## config.mk

```make
export PLATFORM = sky130hd
export DESIGN_NAME = adc_phase_stepper
export DESIGN_NICKNAME = d
export VERILOG_FILES = /design/src/rtl/adc_pkg.sv /design/src/rtl/adc_phase_stepper.sv
export SDC_FILE = /design/constraint.sdc
export NUM_CORES = 1
export LEC_CHECK = 0
export CAP_MARGIN = 20
export CORE_ASPECT_RATIO = 0.7
export CORE_MARGIN = 2
export CORE_UTILIZATION = 50
export CTS_CLUSTER_SIZE = 16
export DETAILED_ROUTE_END_ITERATION = 10
export GPL_TIMING_DRIVEN = 0
export PLACE_DENSITY = 0.69
export SETUP_SLACK_MARGIN = 0.4
export SKIP_LAST_GASP = 1
export SYNTH_ARGS = -nofsm -noshare
export SYNTH_HDL_FRONTEND = slang
export SYNTH_SLANG_ARGS = --single-unit
export TNS_END_PERCENT = 10
```

## constraint.sdc

```tcl
create_clock -name clk -period 6.4 [get_ports clk]
set_clock_uncertainty 0.15 [all_clocks]
set_input_delay 1.28 -clock clk [delete_from_list [all_inputs] [get_ports clk]]
set_output_delay 1.28 -clock clk [all_outputs]
set_load 0.01 [all_outputs]
```

## src/rtl/adc_pkg.sv

```systemverilog
`default_nettype none
// ============================================================================
// Module      : adc_pkg
// Description : Shared types and constants for the ADC capture/phase path.
// Revision    : 1.0 - initial release
// ============================================================================
package adc_pkg;

    typedef enum logic [1:0] {
        ST_PS_IDLE      = 2'd0,
        ST_PS_ISSUE     = 2'd1,
        ST_PS_WAIT_DONE = 2'd2,
        ST_PS_SETTLE    = 2'd3
    } ps_state_t;

    localparam int          PHASE_POS_DEFAULT = 56;
    localparam logic [13:0] ADC_TEST_PATTERN  = 14'h2A5C;

endpackage
`default_nettype wire

```

## src/rtl/adc_phase_stepper.sv

```systemverilog
`default_nettype none
// ============================================================================
// Module      : adc_phase_stepper
// Description : Turns adjust_phase pulses into MMCM fine phase-shift steps.
// Revision    : 1.0 - initial release
// ============================================================================
module adc_phase_stepper
    import adc_pkg::*;
#(
    parameter int       PHASE_POS     = PHASE_POS_DEFAULT,
    parameter int       STEPS_PER_POS = 1,
    parameter int       PEND_W        = 4,
    parameter int       DONE_TIMEOUT  = 64,
    parameter int       SETTLE_CYCLES = 8,
    parameter bit       INC_DIR       = 1'b1
) (
    input  logic              clk,
    input  logic              rst,
    input  logic              adjust_phase,
    input  logic              mmcm_locked,
    input  logic              clr_err,
    input  logic              psdone,
    output logic              psen,
    output logic              psincdec,
    output logic              busy,
    output logic [6:0]        phase_pos,
    output logic [PEND_W-1:0] pending,
    output logic              timeout_err,
    output logic              overflow_err
);

    localparam int              TMO_W    = $clog2(DONE_TIMEOUT + 1);
    localparam int              SET_W    = $clog2(SETTLE_CYCLES + 1);
    localparam logic [PEND_W-1:0] PEND_MAX = '1;

    ps_state_t         state_q, state_d;
    logic [PEND_W-1:0] pending_q, pending_d;
    logic [6:0]        phase_pos_q, phase_pos_d;
    logic [7:0]        step_cnt_q, step_cnt_d;
    logic [TMO_W-1:0]  tmo_cnt_q, tmo_cnt_d;
    logic [SET_W-1:0]  settle_cnt_q, settle_cnt_d;
    logic              timeout_err_q, timeout_err_d;
    logic              overflow_err_q, overflow_err_d;

    logic              w_req;
    logic [7:0]        w_step_nxt;
    logic              w_pos_done;
    logic              w_tmo_hit;

    // Requests are only accepted while the MMCM is locked.
    assign w_req      = adjust_phase & mmcm_locked;
    assign w_step_nxt = step_cnt_q + 8'd1;
    assign w_pos_done = mmcm_locked && (state_q == ST_PS_WAIT_DONE) && psdone
                        && (w_step_nxt == 8'(STEPS_PER_POS));
    assign w_tmo_hit  = mmcm_locked && (state_q == ST_PS_WAIT_DONE) && !psdone
                        && (tmo_cnt_q == TMO_W'(DONE_TIMEOUT - 1));

    always_comb begin
        state_d        = state_q;
        pending_d      = pending_q;
        phase_pos_d    = phase_pos_q;
        step_cnt_d     = step_cnt_q;
        tmo_cnt_d      = tmo_cnt_q;
        settle_cnt_d   = settle_cnt_q;
        timeout_err_d  = clr_err ? 1'b0 : timeout_err_q;
        overflow_err_d = clr_err ? 1'b0 : overflow_err_q;

        case (state_q)
            ST_PS_IDLE: begin
                step_cnt_d = '0;
                if ((pending_q != '0) && mmcm_locked) begin
                    state_d = ST_PS_ISSUE;
                end
            end
            ST_PS_ISSUE: begin
                tmo_cnt_d = '0;
                state_d   = ST_PS_WAIT_DONE;
            end
            ST_PS_WAIT_DONE: begin
                if (psdone) begin
                    step_cnt_d = w_step_nxt;
                    if (w_pos_done) begin
                        phase_pos_d  = (phase_pos_q == 7'(PHASE_POS - 1)) ? 7'd0
                                                                          : phase_pos_q + 7'd1;
                        settle_cnt_d = '0;
                        state_d      = ST_PS_SETTLE;
                    end else begin
                        state_d = ST_PS_ISSUE;
                    end
                end else if (w_tmo_hit) begin
                    timeout_err_d = 1'b1;
                    state_d       = ST_PS_IDLE;
                end else begin
                    tmo_cnt_d = tmo_cnt_q + TMO_W'(1);
                end
            end
            ST_PS_SETTLE: begin
                if (settle_cnt_q == SET_W'(SETTLE_CYCLES - 1)) begin
                    state_d = ST_PS_IDLE;
                end else begin
                    settle_cnt_d = settle_cnt_q + SET_W'(1);
                end
            end
            default: state_d = ST_PS_IDLE;
        endcase

        // A timeout abandons every queued request; otherwise a simultaneous
        // request and completion cancel out.
        if (w_tmo_hit) begin
            pending_d = '0;
        end else begin
            case ({w_req, w_pos_done})
                2'b10: begin
                    if (pending_q == PEND_MAX) begin
                        overflow_err_d = 1'b1;
                    end else begin
                        pending_d = pending_q + PEND_W'(1);
                    end
                end
                2'b01:   pending_d = pending_q - PEND_W'(1);
                default: pending_d = pending_q;
            endcase
        end

        // Loss of lock invalidates the phase position entirely.
        if (!mmcm_locked) begin
            state_d     = ST_PS_IDLE;
            pending_d   = '0;
            phase_pos_d = '0;
            step_cnt_d  = '0;
        end
    end

    always_ff @(posedge clk or posedge rst) begin
        if (rst) begin
            state_q        <= ST_PS_IDLE;
            pending_q      <= '0;
            phase_pos_q    <= '0;
            step_cnt_q     <= '0;
            tmo_cnt_q      <= '0;
            settle_cnt_q   <= '0;
            timeout_err_q  <= 1'b0;
            overflow_err_q <= 1'b0;
        end else begin
            state_q        <= state_d;
            pending_q      <= pending_d;
            phase_pos_q    <= phase_pos_d;
            step_cnt_q     <= step_cnt_d;
            tmo_cnt_q      <= tmo_cnt_d;
            settle_cnt_q   <= settle_cnt_d;
            timeout_err_q  <= timeout_err_d;
            overflow_err_q <= overflow_err_d;
        end
    end

    assign psen         = (state_q == ST_PS_ISSUE);
    assign psincdec     = INC_DIR;
    assign busy         = (state_q != ST_PS_IDLE) || (pending_q != '0);
    assign phase_pos    = phase_pos_q;
    assign pending      = pending_q;
    assign timeout_err  = timeout_err_q;
    assign overflow_err = overflow_err_q;

endmodule
`default_nettype wire

```

## Word level (Yosys, flattened, before mapping)

Cells that the tools add are included.

- Register bits: 34
- Logic and storage cells: 93

- Add/sub/neg operators: 6
- Equal/unequal tests: 25
- Multiplexer cells: 34
- Bitwise logic cells: 1
- Reductions and logical operators: 19

Operators with widths:

| operator | number |
|---|---|
| two-way mux 7 bit | 7 |
| two-way mux 4 bit | 6 |
| two-way mux 8 bit | 2 |
| case mux 4 bit (2 select lines) | 2 |
| case mux 8 bit (2 select lines) | 1 |
| adder 7 x 1 -> 7 bit (second input constant) | 2 |
| equality test 7 x 6 -> 1 bit (second input constant) | 2 |
| case mux 7 bit (2 select lines) | 1 |
| two-way mux 2 bit | 6 |
| != test 2 bit (second input constant) | 5 |
| != test 3 bit (second input constant) | 3 |
| AND reduction 3 bit | 3 |
| adder 4 x 1 -> 4 bit (second input constant) | 2 |
| adder 8 x 1 -> 8 bit (second input constant) | 1 |
| equality test 8 x 1 -> 1 bit (second input constant) | 1 |
| two-way mux 1 bit | 8 |
| != test 4 bit (second input constant) | 2 |
| case mux 2 bit (4 select lines) | 1 |
| equality test 2 bit (second input constant) | 3 |
| logical AND 1 bit | 6 |
| != test 2 x 1 -> 1 bit (second input constant) | 3 |
| nonzero test 2 bit | 3 |
| equality test 2 x 1 -> 1 bit (second input constant) | 2 |
| equality test 4 x 3 -> 1 bit (second input constant) | 1 |
| other kinds (11) | 12 |

## Logic depth before layout (Yosys ltp)

- Depth after elaboration: 8
- Mapped depth: 14
- Depth with buffers taken out: 13

## Least setup slack after synthesis

OpenSTA, ideal clock, no wires.

- Path type: input-to-reg
- Start point: input port psdone
- End point: register pending_q[3], in the netlist pending[3]
- Setup time: 144 ps
- Data arrival time: 3246 ps
- Data required time: 6106 ps
- Path slack: 2861 ps
- Cell stages on the path: 11
- Buffers on the path: 2
- Path through: and3b_1 clkbuf_1 nand2_1 clkbuf_1 or2_2 ha_1 and3_1 a31oi_1 nand3_1 xor2_1 nor2_1

- Cells in the longest elaborated chain, start to end: 6
- Elaborated cells on any way between the ends: 13

Ends and longest elaborated chain:

| item | RTL line | source |
|---|---|---|
| start: declaration | adc_phase_stepper.sv:22 | `input logic psdone,` |
| logical AND 1 bit | adc_phase_stepper.sv:53 | `assign w_pos_done = mmcm_locked && (state_q == ST_PS_WAIT_DONE) && psdone` |
| logical AND 1 bit | adc_phase_stepper.sv:54 | `&& (w_step_nxt == 8'(STEPS_PER_POS));` |
| equality test 2 x 1 -> 1 bit or equality test 2 bit (tied branches) | adc_phase_stepper.sv:112 | `case ({w_req, w_pos_done})` |
| case mux 4 bit (2 select lines) | adc_phase_stepper.sv:112 |  |
| two-way mux 4 bit | adc_phase_stepper.sv:109 | `if (w_tmo_hit) begin` |
| two-way mux 4 bit | adc_phase_stepper.sv:126 | `if (!mmcm_locked) begin` |
| end signal: assignment | adc_phase_stepper.sv:146 | `pending_q <= pending_d;` |
| end: declaration | adc_phase_stepper.sv:37 | `logic [PEND_W-1:0] pending_q, pending_d;` |

Parallel ways exist; a longest one is shown, timed or not.
A chain may end at the register's enable or synchronous reset.

## Worst setup path in the final report

Same ends and word-level chain as after synthesis.

==> impl_metrics.json <==
{
  "cp_slowest_stage_delay_ns": 0.52,
  "yosys.area.top_type": "dfrtp_1",
  "drc": 0,
  "cp_common_cell": "clkbuf_1",
  "whs_ns": 0.3680,
  "yosysWarnings": 0,
  "ff_latch_area_um2": 850.8,
  "setup_violations": 0,
  "synth_ff_type": "dfrtp_1",
  "status": "completed",
  "ys_seq_elements": 34,
  "cp_max_fo": 10,
  "cts_setup_buffers": 0,
  "crit_path_top_delay_cell": "clkdlybuf4s50_1",
  "ctsResizeCount": 0,
  "power_density_mw_per_mm2": 252.1,
  "grt_pass1_vias": 1755,
  "grt.total_usage_pct": 21.49,
  "syn_inst": 250,
  "antenna_cells": 0,
  "ys_top_cells_by_area": "dfrtp_1 39%, ha_1 5.7%, nor2_1 4.1%",
  "p_leak_nw": 1.108,
  "grt_max_degree": 23,
  "yosys.cell_types.count": 48,
  "globalRoute.busiestLayer": "met1",
  "std_cell_rows": 20,
  "num_vias": 1915,
  "port_buffers": 20,
  "fmax_ghz": 0.2356,
  "hpwl_mm": 3.348,
  "hold_viol": 0,
  "synth_edf_count": 0,
  "cts_tree": "yes",
  "hp-start": "step_cnt_q[7]$_DFFE_PP0P_",
  "cp-start-kind": "input port",
  "final_nets": 295,
  "drv_cap": 0,
  "slew_viol_final": 0,
  "wirelength_mm": 4.743,
  "startpoint": "psdone",
  "min_period_ns": 4.244,
  "cts_sinks": 34,
  "async_flop_share_pct": 100.0,
  "clk_pin_slew_worst_paths_ns": 0.07,
  "ctsLongestPathBuffers": 2,
  "drt_pass1_iterations": 4,
  "place.gp.congestion": 0.7640,
  "crit-reg2reg-launch": "step_cnt_q[0]$_DFFE_PP0P_",
  "routed_via_density": 5.716,
  "netlist_area_mm2": 0.002178,
  "crit_required_ns": 6.40,
  "htree_levels": 2,
  "arrival_ns": 4.24,
  "area_growth_pct": 18.04,
  "grt_use_met2_pct": 30.30,
  "irDropWorstVdd_mv": 0.1484,
  "io_pins": 22,
  "post-place-ws_ns": 1.860,
  "die-area_mm2": 0.004909,
  "grt_pass1_wl_mm": 8.342,
  "drtAntennaViolNets": 0,
  "worst_slack_ns": 2.156,
  "multi_input_area_mm2": 0.001214,
  "clk_latency_ns": 0.29,
  "tns_ns": 0,
  "clock-root-buffer": "clkbuf_8",
  "synth_top_cell_area_share_pct": 39.06,
  "hold_class": "flop to flop",
  "antenna_found_initial": 0,
  "met1_usage_pct": 32.04,
  "min_period_over_period_pct": 66.31,
  "start_util_pct": 51.21,
  "drive_above_1_share_pct": 7.857,
  "overflow": 0,
  "worstMarginPinSlew_ns": 1.008,
  "die-width_um": 82.89,
  "routedWlPerCell_um": 14.16,
  "power_mw": 0.6483,
  "core_area_mm2": 0.004254,
  "die_y_um": 59.23,
  "timing_worst_setup_path_type": "input port to flop",
  "holdBufCountCts": 0,
  "path_cells": "clkdlybuf4s50_1, and3b_1, clkbuf_1, nand2_1, clkbuf_1, or2_2, ha_1, and3_1, a31oi_1, nand3_1, xor2_1, nor2_1",
  "setup.worst_path.end_class": "flop",
  "rsz0062_at_grt": "no",
  "fillers": 400,
  "synth_nets": 266,
  "avgSynthCellArea_um2": 8.713,
  "cts_made_buffers": 5,
  "relSlewSlack_pct": 32.18,
  "drt_iter0_drc": 123,
  "yosysSeqAreaShare_pct": 39.06,
  "gr-usage-met3_pct": 4.735
}
synth_stat cells, drive strengths merged, types with 2 or more instances:
cell,n
nand2,23
a31o,2
a31oi,4
or2,2
inv,11
and3,4
nand4b,2
dfrtp,34
nand3,14
a21oi,10
clkbuf,8
nor2,24
or3,2
o41ai,5
a41o,2
nand4,4
buf,5
or4b,2
xor2,3
nor3,13
o21ai,14
nor4,6
xnor2,7
a21o,2
mux2i,3
nor2b,5
o22ai,4
o21a,3
o31ai,3
o311ai,3
nand3b,3
ha,10
registers in the layout, indices dropped and copies added (netlist names):
name and count:
timeout_err 1, pending 4, state_q 2, tmo_cnt_q 7, settle_cnt_q 4, phase_pos 7, overflow_err 1, step_cnt_q 8
where the power goes:
group	leakage [nW]	internal (mW)	switching [mW]	total [mW]
Sequential	0.468	0.242	0.0323	0.274
Clock	0.0482	0.0869	0.0818	0.169
Combinational	0.591	0.0905	0.115	0.206
Total	1.11	0.419	0.229	0.648
metal layers:
metal / up-vias / share of wire [%]
li1: 972 / -
met1: 897 / 54
met2: 38 / 41
met3: 8 / 3.9
met4: 0 / 1.6
met5: - / 0
per-stage QoR:
step | util [%] | instance area (um^2) | std cells
final | 60.44 | 2571 | 335
after global routing | 60.44 | 2571 | 335
after CTS | 60.32 | 2566 | 334
after detailed placement | 58.18 | 2475 | 326
after global placement | 57.53 | 2447 | 325
after floorplan | - | 2178 | 250
path summary, 6_finish.rpt:
| kind | end | slack, ns | cells after the start |
|---|---|---|---|
| max | pending[3]$_DFFE_PP0P_ | 2.16 | 12 |
| min | step_cnt_q[7]$_DFFE_PP0P_ | 0.37 | 1 |
| max reg2reg | pending[3]$_DFFE_PP0P_ | 2.47 | 12 |
| min reg2reg | step_cnt_q[7]$_DFFE_PP0P_ | 0.37 | 1 |
| max in group asynchronous | settle_cnt_q[2]$_DFFE_PP0P_ | 4.36 | 3 |
| min in group asynchronous | phase_pos[4]$_DFFE_PP0P_ | 1.21 | 2 |
layout by cell type (no fill, tap or decap), drive strengths merged, types with 5 or more instances in the layout:
cell type and instances:
o41ai 5, clkdlybuf4s50 20, inv 11, dfrtp 34, nand2 23, buf 6
o21ai 14, ha 10, nor2 24, nor3 13, xnor2 7, nor2b 5
nand3 14, clkbuf 16, nor4 6, a21oi 10
worst max-delay path: cells and delay by family:
| family | cells | cell delay [ns] |
|---|---|---|
| xor gates and xnor gates | 1 | 0.16 |
| AOI/OAI and AO/OA | 1 | 0.44 |
| and+or+nand+nor | 6 | 1.07 |
| buffers and inverters | 3 | 1.09 |
| adders and majority gates | 1 | 0.19 |
final cells by class:
| cell class | instances | share of cell area (%) |
|---|---|---|
| clock buffer | 7 | 3.358 |
| buffer | 13 | 2.676 |
| sequential | 34 | 33.09 |
| clock inverter | 1 | 0.1946 |
| inverter | 12 | 1.752 |
| timing repair buffer | 22 | 9.051 |
| tap | 55 | 2.676 |
| multi-input combinational | 191 | 47.20 |
cells by family (layout without fill, tap and decap cells):
group | after synthesis | in the layout | share of synthesized area [%]
multiplexers | 3 | 3 | 1.379
other | 1 | 1 | 0.1721
adder cells (fa/ha/maj) | 10 | 10 | 5.744
AO/OA/AOI/OAI | 60 | 60 | 18.95
flip-flops | 34 | 34 | 39.06
XOR/XNOR | 10 | 10 | 4.021
buffers and inverters | 25 | 55 | 5.226
AND/OR/NAND/NOR | 107 | 107 | 25.45
No activity file was read; power rests on OpenSTA's default activity.
